<file path="config.mk">
export PLATFORM = sky130hd
export DESIGN_NAME = mul_rr_arbiter
export DESIGN_NICKNAME = d
export VERILOG_FILES = /design/src/rtl/mul_rr_arbiter.sv
export SDC_FILE = /design/constraint.sdc
export NUM_CORES = 1
export LEC_CHECK = 0
export BUFFER_PORTS_ARGS = -buffer_cell sky130_fd_sc_hd__buf_2
export CORE_AREA = 2 2 129 131
export CTS_CLUSTER_DIAMETER = 80
export CTS_CLUSTER_SIZE = 24
export DETAILED_ROUTE_END_ITERATION = 7
export DIE_AREA = 0 0 131 133
export GPL_TIMING_DRIVEN = 1
export PLACE_DENSITY = 0.72
export SYNTH_ARGS = -nofsm -noshare
export SYNTH_HDL_FRONTEND = slang
export SYNTH_SLANG_ARGS = --single-unit
</file>
<file path="constraint.sdc">
create_clock -name clk -period 1.6 [get_ports clk]
set_input_delay 0.32 -clock clk [delete_from_list [all_inputs] [get_ports clk]]
set_output_delay 0.32 -clock clk [all_outputs]
set_load 0.01 [all_outputs]
</file>
<file path="src/rtl/mul_rr_arbiter.sv">
// Round-robin sequencer that shares one 32x32 signed multiplier among NUM_REQ requesters.
// Each grant runs START -> WAIT -> CLEAR -> RESP; a watchdog ends a hung WAIT with err.
module mul_rr_arbiter #(
  parameter int unsigned NUM_REQ = 2,
  parameter int unsigned TIMEOUT = 64
) (
  input  logic                      clk,
  input  logic                      reset_n,
  input  logic [NUM_REQ-1:0]        req,
  input  logic [32*NUM_REQ-1:0]     multiplicand_in,
  input  logic [32*NUM_REQ-1:0]     multiplier_in,
  output logic [NUM_REQ-1:0]        grant,
  output logic [NUM_REQ-1:0]        done,
  output logic                      err,
  output logic [63:0]               result,
  output logic                      busy,
  output logic                      mul_op_start,
  output logic                      mul_op_clear,
  output logic [31:0]               mul_multiplicand,
  output logic [31:0]               mul_multiplier,
  input  logic [63:0]               mul_result,
  input  logic                      mul_op_done
);

  localparam int unsigned DATA_W = 32;
  localparam int unsigned RES_W  = 64;
  localparam int unsigned IDX_W  = (NUM_REQ > 1) ? $clog2(NUM_REQ) : 1;
  localparam int unsigned CNT_W  = $clog2(TIMEOUT + 1);

  typedef enum logic [2:0] {
    S_IDLE  = 3'd0,
    S_START = 3'd1,
    S_WAIT  = 3'd2,
    S_CLEAR = 3'd3,
    S_RESP  = 3'd4
  } state_t;

  state_t             state_q, state_d;
  logic [IDX_W-1:0]   ptr_q, ptr_d;
  logic [IDX_W-1:0]   idx_q, idx_d;
  logic [DATA_W-1:0]  a_q, a_d;
  logic [DATA_W-1:0]  x_q, x_d;
  logic [RES_W-1:0]   result_q, result_d;
  logic [CNT_W-1:0]   cnt_q, cnt_d;
  logic               err_flag_q, err_flag_d;

  logic               pick_valid;
  logic [IDX_W-1:0]   pick_idx;

  logic [NUM_REQ-1:0] grant_d, done_d;
  logic               err_d, busy_d, start_d, clear_d;

  function automatic logic [NUM_REQ-1:0] onehot(input logic [IDX_W-1:0] i);
    return NUM_REQ'(1) << i;
  endfunction

  // First requester at or after ptr, wrapping around.
  always_comb begin
    int unsigned cand;
    pick_valid = 1'b0;
    pick_idx   = '0;
    cand       = 0;
    for (int unsigned i = 0; i < NUM_REQ; i++) begin
      cand = 32'(ptr_q) + i;
      if (cand >= NUM_REQ) cand = cand - NUM_REQ;
      if (!pick_valid && req[IDX_W'(cand)]) begin
        pick_valid = 1'b1;
        pick_idx   = IDX_W'(cand);
      end
    end
  end

  always_comb begin
    state_d    = state_q;
    ptr_d      = ptr_q;
    idx_d      = idx_q;
    a_d        = a_q;
    x_d        = x_q;
    result_d   = result_q;
    cnt_d      = cnt_q;
    err_flag_d = err_flag_q;

    unique case (state_q)
      S_IDLE: begin
        if (pick_valid) begin
          idx_d      = pick_idx;
          a_d        = DATA_W'(multiplicand_in >> (DATA_W * 32'(pick_idx)));
          x_d        = DATA_W'(multiplier_in >> (DATA_W * 32'(pick_idx)));
          cnt_d      = '0;
          err_flag_d = 1'b0;
          state_d    = S_START;
        end
      end
      S_START: state_d = S_WAIT;
      S_WAIT: begin
        cnt_d = cnt_q + 1'b1;
        // A completion in the same cycle as the watchdog expiry is still a success.
        if (mul_op_done) begin
          result_d = mul_result;
          state_d  = S_CLEAR;
        end else if (cnt_q == CNT_W'(TIMEOUT - 1)) begin
          err_flag_d = 1'b1;
          state_d    = S_CLEAR;
        end
      end
      S_CLEAR: state_d = S_RESP;
      S_RESP: begin
        ptr_d   = (idx_q == IDX_W'(NUM_REQ - 1)) ? '0 : idx_q + 1'b1;
        state_d = S_IDLE;
      end
      default: state_d = S_IDLE;
    endcase

    // Outputs are decoded from the next state so they register in step with it.
    grant_d = '0;
    done_d  = '0;
    err_d   = 1'b0;
    busy_d  = (state_d != S_IDLE);
    start_d = (state_d == S_START);
    clear_d = (state_d == S_CLEAR);
    if (state_d != S_IDLE) grant_d = onehot(idx_d);
    if (state_d == S_RESP) begin
      done_d = onehot(idx_d);
      err_d  = err_flag_d;
    end
  end

  always_ff @(posedge clk) begin
    if (!reset_n) begin
      state_q      <= S_IDLE;
      ptr_q        <= '0;
      idx_q        <= '0;
      a_q          <= '0;
      x_q          <= '0;
      result_q     <= '0;
      cnt_q        <= '0;
      err_flag_q   <= 1'b0;
      grant        <= '0;
      done         <= '0;
      err          <= 1'b0;
      busy         <= 1'b0;
      mul_op_start <= 1'b0;
      mul_op_clear <= 1'b0;
    end else begin
      state_q      <= state_d;
      ptr_q        <= ptr_d;
      idx_q        <= idx_d;
      a_q          <= a_d;
      x_q          <= x_d;
      result_q     <= result_d;
      cnt_q        <= cnt_d;
      err_flag_q   <= err_flag_d;
      grant        <= grant_d;
      done         <= done_d;
      err          <= err_d;
      busy         <= busy_d;
      mul_op_start <= start_d;
      mul_op_clear <= clear_d;
    end
  end

  assign result           = result_q;
  assign mul_multiplicand = a_q;
  assign mul_multiplier   = x_q;

endmodule

</file>
Yosys cells after proc, flatten, opt, wreduce, memory -nomap -nowiden
Cells that the tools add are included.
{"block": "op_classes", "addsub": 5, "multipliers": 0, "div_mod_pow": 0, "order_cmp": 4, "eq_ne": 9, "shift": 3, "n_mux": 23, "bitwise": 0, "n_reduce_logical": 10}
{"op": "$shr 64x6->32", "n": 2}
{"op": "$mux 1", "n": 16}
{"op": "$pmux 7 s2", "n": 1}
{"op": "$pmux 3 s4", "n": 1}
{"op": "$reduce_and 2->1", "n": 5}
{"op": "$eq 3x2->1 const B", "n": 3}
{"op": "$mux 3", "n": 3}
{"op": "$add 7x1->7 const B", "n": 1}
{"op": "$eq 7x6->1 const B", "n": 1}
{"op": "$mux 7", "n": 1}
{"op": "$eq 3x1->1 const B", "n": 2}
{"op": "$eq 3x3->1 const B", "n": 2}
{"op": "$lt 1x2->1 const B", "n": 2}
{"op": "$logic_not 3->1", "n": 1}
{"op": "$reduce_bool 3->1", "n": 1}
{"op": "$add 1x1->2 const B", "n": 1}
{"op": "$ge 1x2->1 const B", "n": 1}
{"op": "$ge 2x2->1 const B", "n": 1}
{"op": "$ne 2x2->1 const B", "n": 1}
{"op": "$pmux 1 s2", "n": 1}
{"op": "$reduce_bool 2->1", "n": 1}
{"op": "$shl 1x1->2 const A", "n": 1}
{"op": "$sub 1x1->1 const B", "n": 2}
{"op": "$add 1x1->1 const B", "n": 1}
{"op": "2 further kinds", "n": 2}
{"block": "word_totals", "reg_bits": 149, "latch_bits": 0, "ramBits": 0, "rom_bits": 0, "inputBits": 197, "out_inout_bits": 136, "word_cells": 68, "memories": 0}

Longest topological paths before layout
{"block": "depth", "word_depth": 12, "depth_mapped": 6, "ltp_nobuf": 4}

Worst setup path after synthesis
No wires, ideal clock.
{"block": "synth_timing", "path_type": "register -> register", "start": "register state_q[0]", "end": "register x_q[3], in the netlist mul_multiplier[3]", "setup_time_ns": 0.133, "t_arrival_ns": 1.238, "slack_ns": 0.229, "path_stages_with_launch": 6, "n_path_buf": 2, "synth_period_minus_slack_ns": 1.371, "path_cell_list": "dfxtp_1 > or3_1 > nor2_1 > buf_2 > buf_2 > a311oi_1"}
{"block": "synth_between", "elab_chain_len": 2}
{"element": "start: declaration", "line": "38", "text": "state_t state_q, state_d;"}
{"element": "start signal: assignment", "line": "145", "text": "state_q <= state_d;"}
{"element": "$logic_not 3->1", "line": "83", "text": "unique case (state_q)"}
{"element": "$reduce_and 2->1 (no source line)"}
{"element": "end signal: assignment", "line": "134", "text": "x_q <= '0;"}
{"element": "end signal: assignment", "line": "149", "text": "x_q <= x_d;"}
{"element": "end: declaration", "line": "42", "text": "logic [DATA_W-1:0] x_q, x_d;"}
Every way passes these cells.
A chain may end at the register's enable or synchronous reset.

Worst setup path in the final report
{"block": "layout_timing", "start": "register state_q[0]", "end": "register result_q[54], in the netlist result[54]"}
{"block": "layout_between", "elab_chain_len": 2}
{"element": "$eq 3x2->1", "line": "83"}
{"element": "$reduce_and 2->1 (no source line)"}
{"element": "end signal: assignment", "line": "150", "text": "result_q <= result_d;"}
{"element": "end: declaration", "line": "43", "text": "logic [RES_W-1:0] result_q, result_d;"}
Every way passes these cells.

==> flow_summary.json <==
{
  "cp-end-kind": "register",
  "place.gp.congestion": 0.7955,
  "antenna_found_initial": 2,
  "clkSlewWorstSetupHoldPaths_ns": 0.06,
  "worst_slew_pin_slew_ns": 0.4641,
  "io_pins": 333,
  "path_class": "register to register",
  "grt_pass1_vias": 6231,
  "async_flop_share": 0,
  "rsz0062_at_grt": "no",
  "syn-num-nets": 953,
  "grt_max_degree": 77,
  "avgSynthCellArea_um2": 8.381,
  "finalClockSkew_ns": 0.007465,
  "io_buffers": 332,
  "relSlewSlack": 0.6906,
  "finish.utilization": 0.5615,
  "cts_tree": "yes",
  "dr_total_vias": 6821,
  "routed_wl_mm": 20.46,
  "dp_hpwl_mm": 14.47,
  "final-setup-viol-count": 0,
  "drt-pass1-iter-count": 5,
  "status": "finished, final reports clean",
  "hp-class": "input pin to register",
  "critPathRequiredTime_ns": 1.94,
  "fin_tns_setup_ns": 0,
  "grt_use_total": 0.2239,
  "final_antenna_net_count": 0,
  "placedCellCount": 1261,
  "final_max_slew_viol_count": 0,
  "ys_top_cells_by_area": "dfxtp_1 (47%), a21oi_1 (11%), a311oi_1 (9.4%)",
  "ctsHtreeMaxLevel": 4,
  "rows": 47,
  "initial_utilization": 0.3913,
  "crit_arrival_ns": 1.85,
  "cts_buffers": 17,
  "fin_cells": 1296,
  "crit_path_start": "state_q[0]$_SDFF_PN0_",
  "fin_crit_ns": 1.515,
  "syn_area_um2": 6327,
  "grt_first_pass_wirelength_mm": 30.85,
  "clockBufferDepth": 2,
  "synth_edf_count": 0,
  "synth_top_area_share": 0.4714,
  "yosysUniqueCellTypes": 42,
  "viasPerCell": 5.263,
  "layout-drive-gt1-share": 0.3864,
  "yosys.area.top_type": "dfxtp_1",
  "reg2reg_from": "state_q[0]$_SDFF_PN0_",
  "peakVddDrop_uv": 749.8,
  "ys_warn_count": 0,
  "ys_ff_latch": 149,
  "cts-root-buf": "clkbuf_16",
  "overflow": 0,
  "wl_per_cell_um": 15.79,
  "fmax_ghz": 0.6601,
  "syn_inst": 755,
  "maxCapViolations": 0,
  "die_height_um": 133,
  "core_um2": 16170,
  "crit_fanout": 12,
  "hp-start": "mul_result[55]",
  "n_fill_cell": 1476,
  "clock_latency_ns": 0.41,
  "final_hold_viol_count": 0,
  "syn2layout_area_growth_pct": 43.52,
  "die-area_um2": 17420,
  "p_leak_uw": 0.003910,
  "start_kind": "register",
  "final_nets": 1260,
  "cts_sinks": 149,
  "power_density_nw_per_um2": 1272,
  "ys_seq_area_frac": 0.4714,
  "die_w_um": 131,
  "dr.first_iter.drc_count": 389,
  "finalCritPeriodShare": 0.9468,
  "ys.flop_type": "dfxtp_1",
  "drc_errors": 0
}
-- final timing paths --
path	end	slack, ns	cells after the start
setup / recovery	result[54]$_SDFFE_PN0P_	0.09	6
hold / removal	result[55]$_SDFFE_PN0P_	0.14	3
setup reg to reg	result[54]$_SDFFE_PN0P_	0.09	6
hold reg to reg	result[23]$_SDFFE_PN0P_	0.45	2
-- metrics by stage --
step	cell area [µm²]	hold WS, ns	power (µW)	setup WS, ns
global placement	8434	0.4392	7538	0.07571
finish	9081	0.1362	11550	0.08511
floorplan	6327	0.4480	6204	0.2288
detailed placement	8434	0.4430	7571	0.01881
CTS	9031	0.1146	11630	0.009637
global route	9079	0.1212	12140	0.005361
-- final cells by class --
cell class                      count  area (µm²)  area share
Timing Repair Buffer              371        2222      0.2447
Clock inverter                     12       143.9     0.01584
Sequential cell                   149        2985      0.3287
Multi-Input combinational cell    518        2975      0.3276
Antenna cell                        2       5.005   0.0005511
Clock buffer                       19       452.9     0.04988
Inverter                            5       21.27    0.002342
Tap cell                          220       275.3     0.03031
-- state kept, by name, indices dropped and copies added (netlist names) --
signal            flops
mul_multiplicand     32
result               64
err                   1
done                  2
state_q               3
idx_q                 1
mul_multiplier       32
busy                  1
err_flag_q            1
cnt_q                 7
ptr_q                 1
mul_op_clear          1
grant                 2
mul_op_start          1
-- what timing repair did --
action | CTS | global route
endpoints found under the hold margin | 0 | 0
endpoints found under the setup margin | 0 | 66
hold buffers | 0 | 0
buffers inserted | 0 | 1
gates resized for setup | 0 | 4
-- Yosys cell counts, drive strengths merged, types with 3 or more instances --
cell,number
nor3,3
a311oi,68
clkbuf,48
inv,5
buf,35
nor2,6
nand3,5
nand3b,66
a21oi,138
o21ai,67
nand2,133
and3,3
dfxtp,149
-- layout by cell type (no fill, tap or decap), types with 2 or more instances in the layout --
| master | netlist | final |
|---|---|---|
| o21ai_1 | 11 | 11 |
| inv_6 | 0 | 3 |
| o21ai_0 | 56 | 56 |
| inv_1 | 3 | 3 |
| diode_2 | 0 | 2 |
| clkbuf_16 | 0 | 18 |
| nor2_1 | 6 | 5 |
| bufinv_16 | 0 | 2 |
| dfxtp_1 | 149 | 147 |
| a311oi_1 | 68 | 68 |
| o211ai_1 | 2 | 2 |
| a211oi_1 | 2 | 2 |
| clkbuf_8 | 0 | 2 |
| or2_2 | 2 | 2 |
| buf_4 | 5 | 18 |
| and3_1 | 3 | 3 |
| nand3_1 | 5 | 5 |
| nand2_1 | 133 | 133 |
| clkinv_4 | 0 | 3 |
| clkinvlp_4 | 0 | 2 |
| nand2b_1 | 2 | 2 |
| buf_12 | 0 | 20 |
| dfxtp_2 | 0 | 2 |
| a31oi_1 | 2 | 2 |
| nand3b_1 | 66 | 66 |
| a21oi_1 | 138 | 138 |
| buf_2 | 27 | 332 |
-- logic make-up (layout without fill, tap and decap cells) --
kind of cell,count (synthesis),count (layout),synth area share
compound gates,285,285,0.2711
other cells,0,2,0
fa+ha+maj,1,1,0.001977
flops,149,149,0.4714
xor+xnor,1,1,0.001384
buf+inv,88,407,0.06427
simple gates,231,231,0.1898
-- per-layer routing --
layer | wire, µm | share of wire | GRT usage
met3 | 1834 | 0.090 | 0.07359
met2 | 10090 | 0.49 | 0.3765
met4 | 504 | 0.025 | 0.08452
met1 | 8034 | 0.39 | 0.2625
met5 | 0 | 0 | 0
-- worst max-delay path: stages, from the launching register on --
cell and delay (ns):
dfxtp_2 0.37, buf_4 0.17, nor4bb_4 0.33, buf_12 0.20, buf_4 0.16, nand2_1 0.06
a21oi_1 0.14
-- report_power, final --
part           internal, µW  switching (µW)  total [µW]
registers              4210             277        4480
logic                  1390            1650        3040
clock network          2400            1630        4030
(Power assumes the default switching activity.)
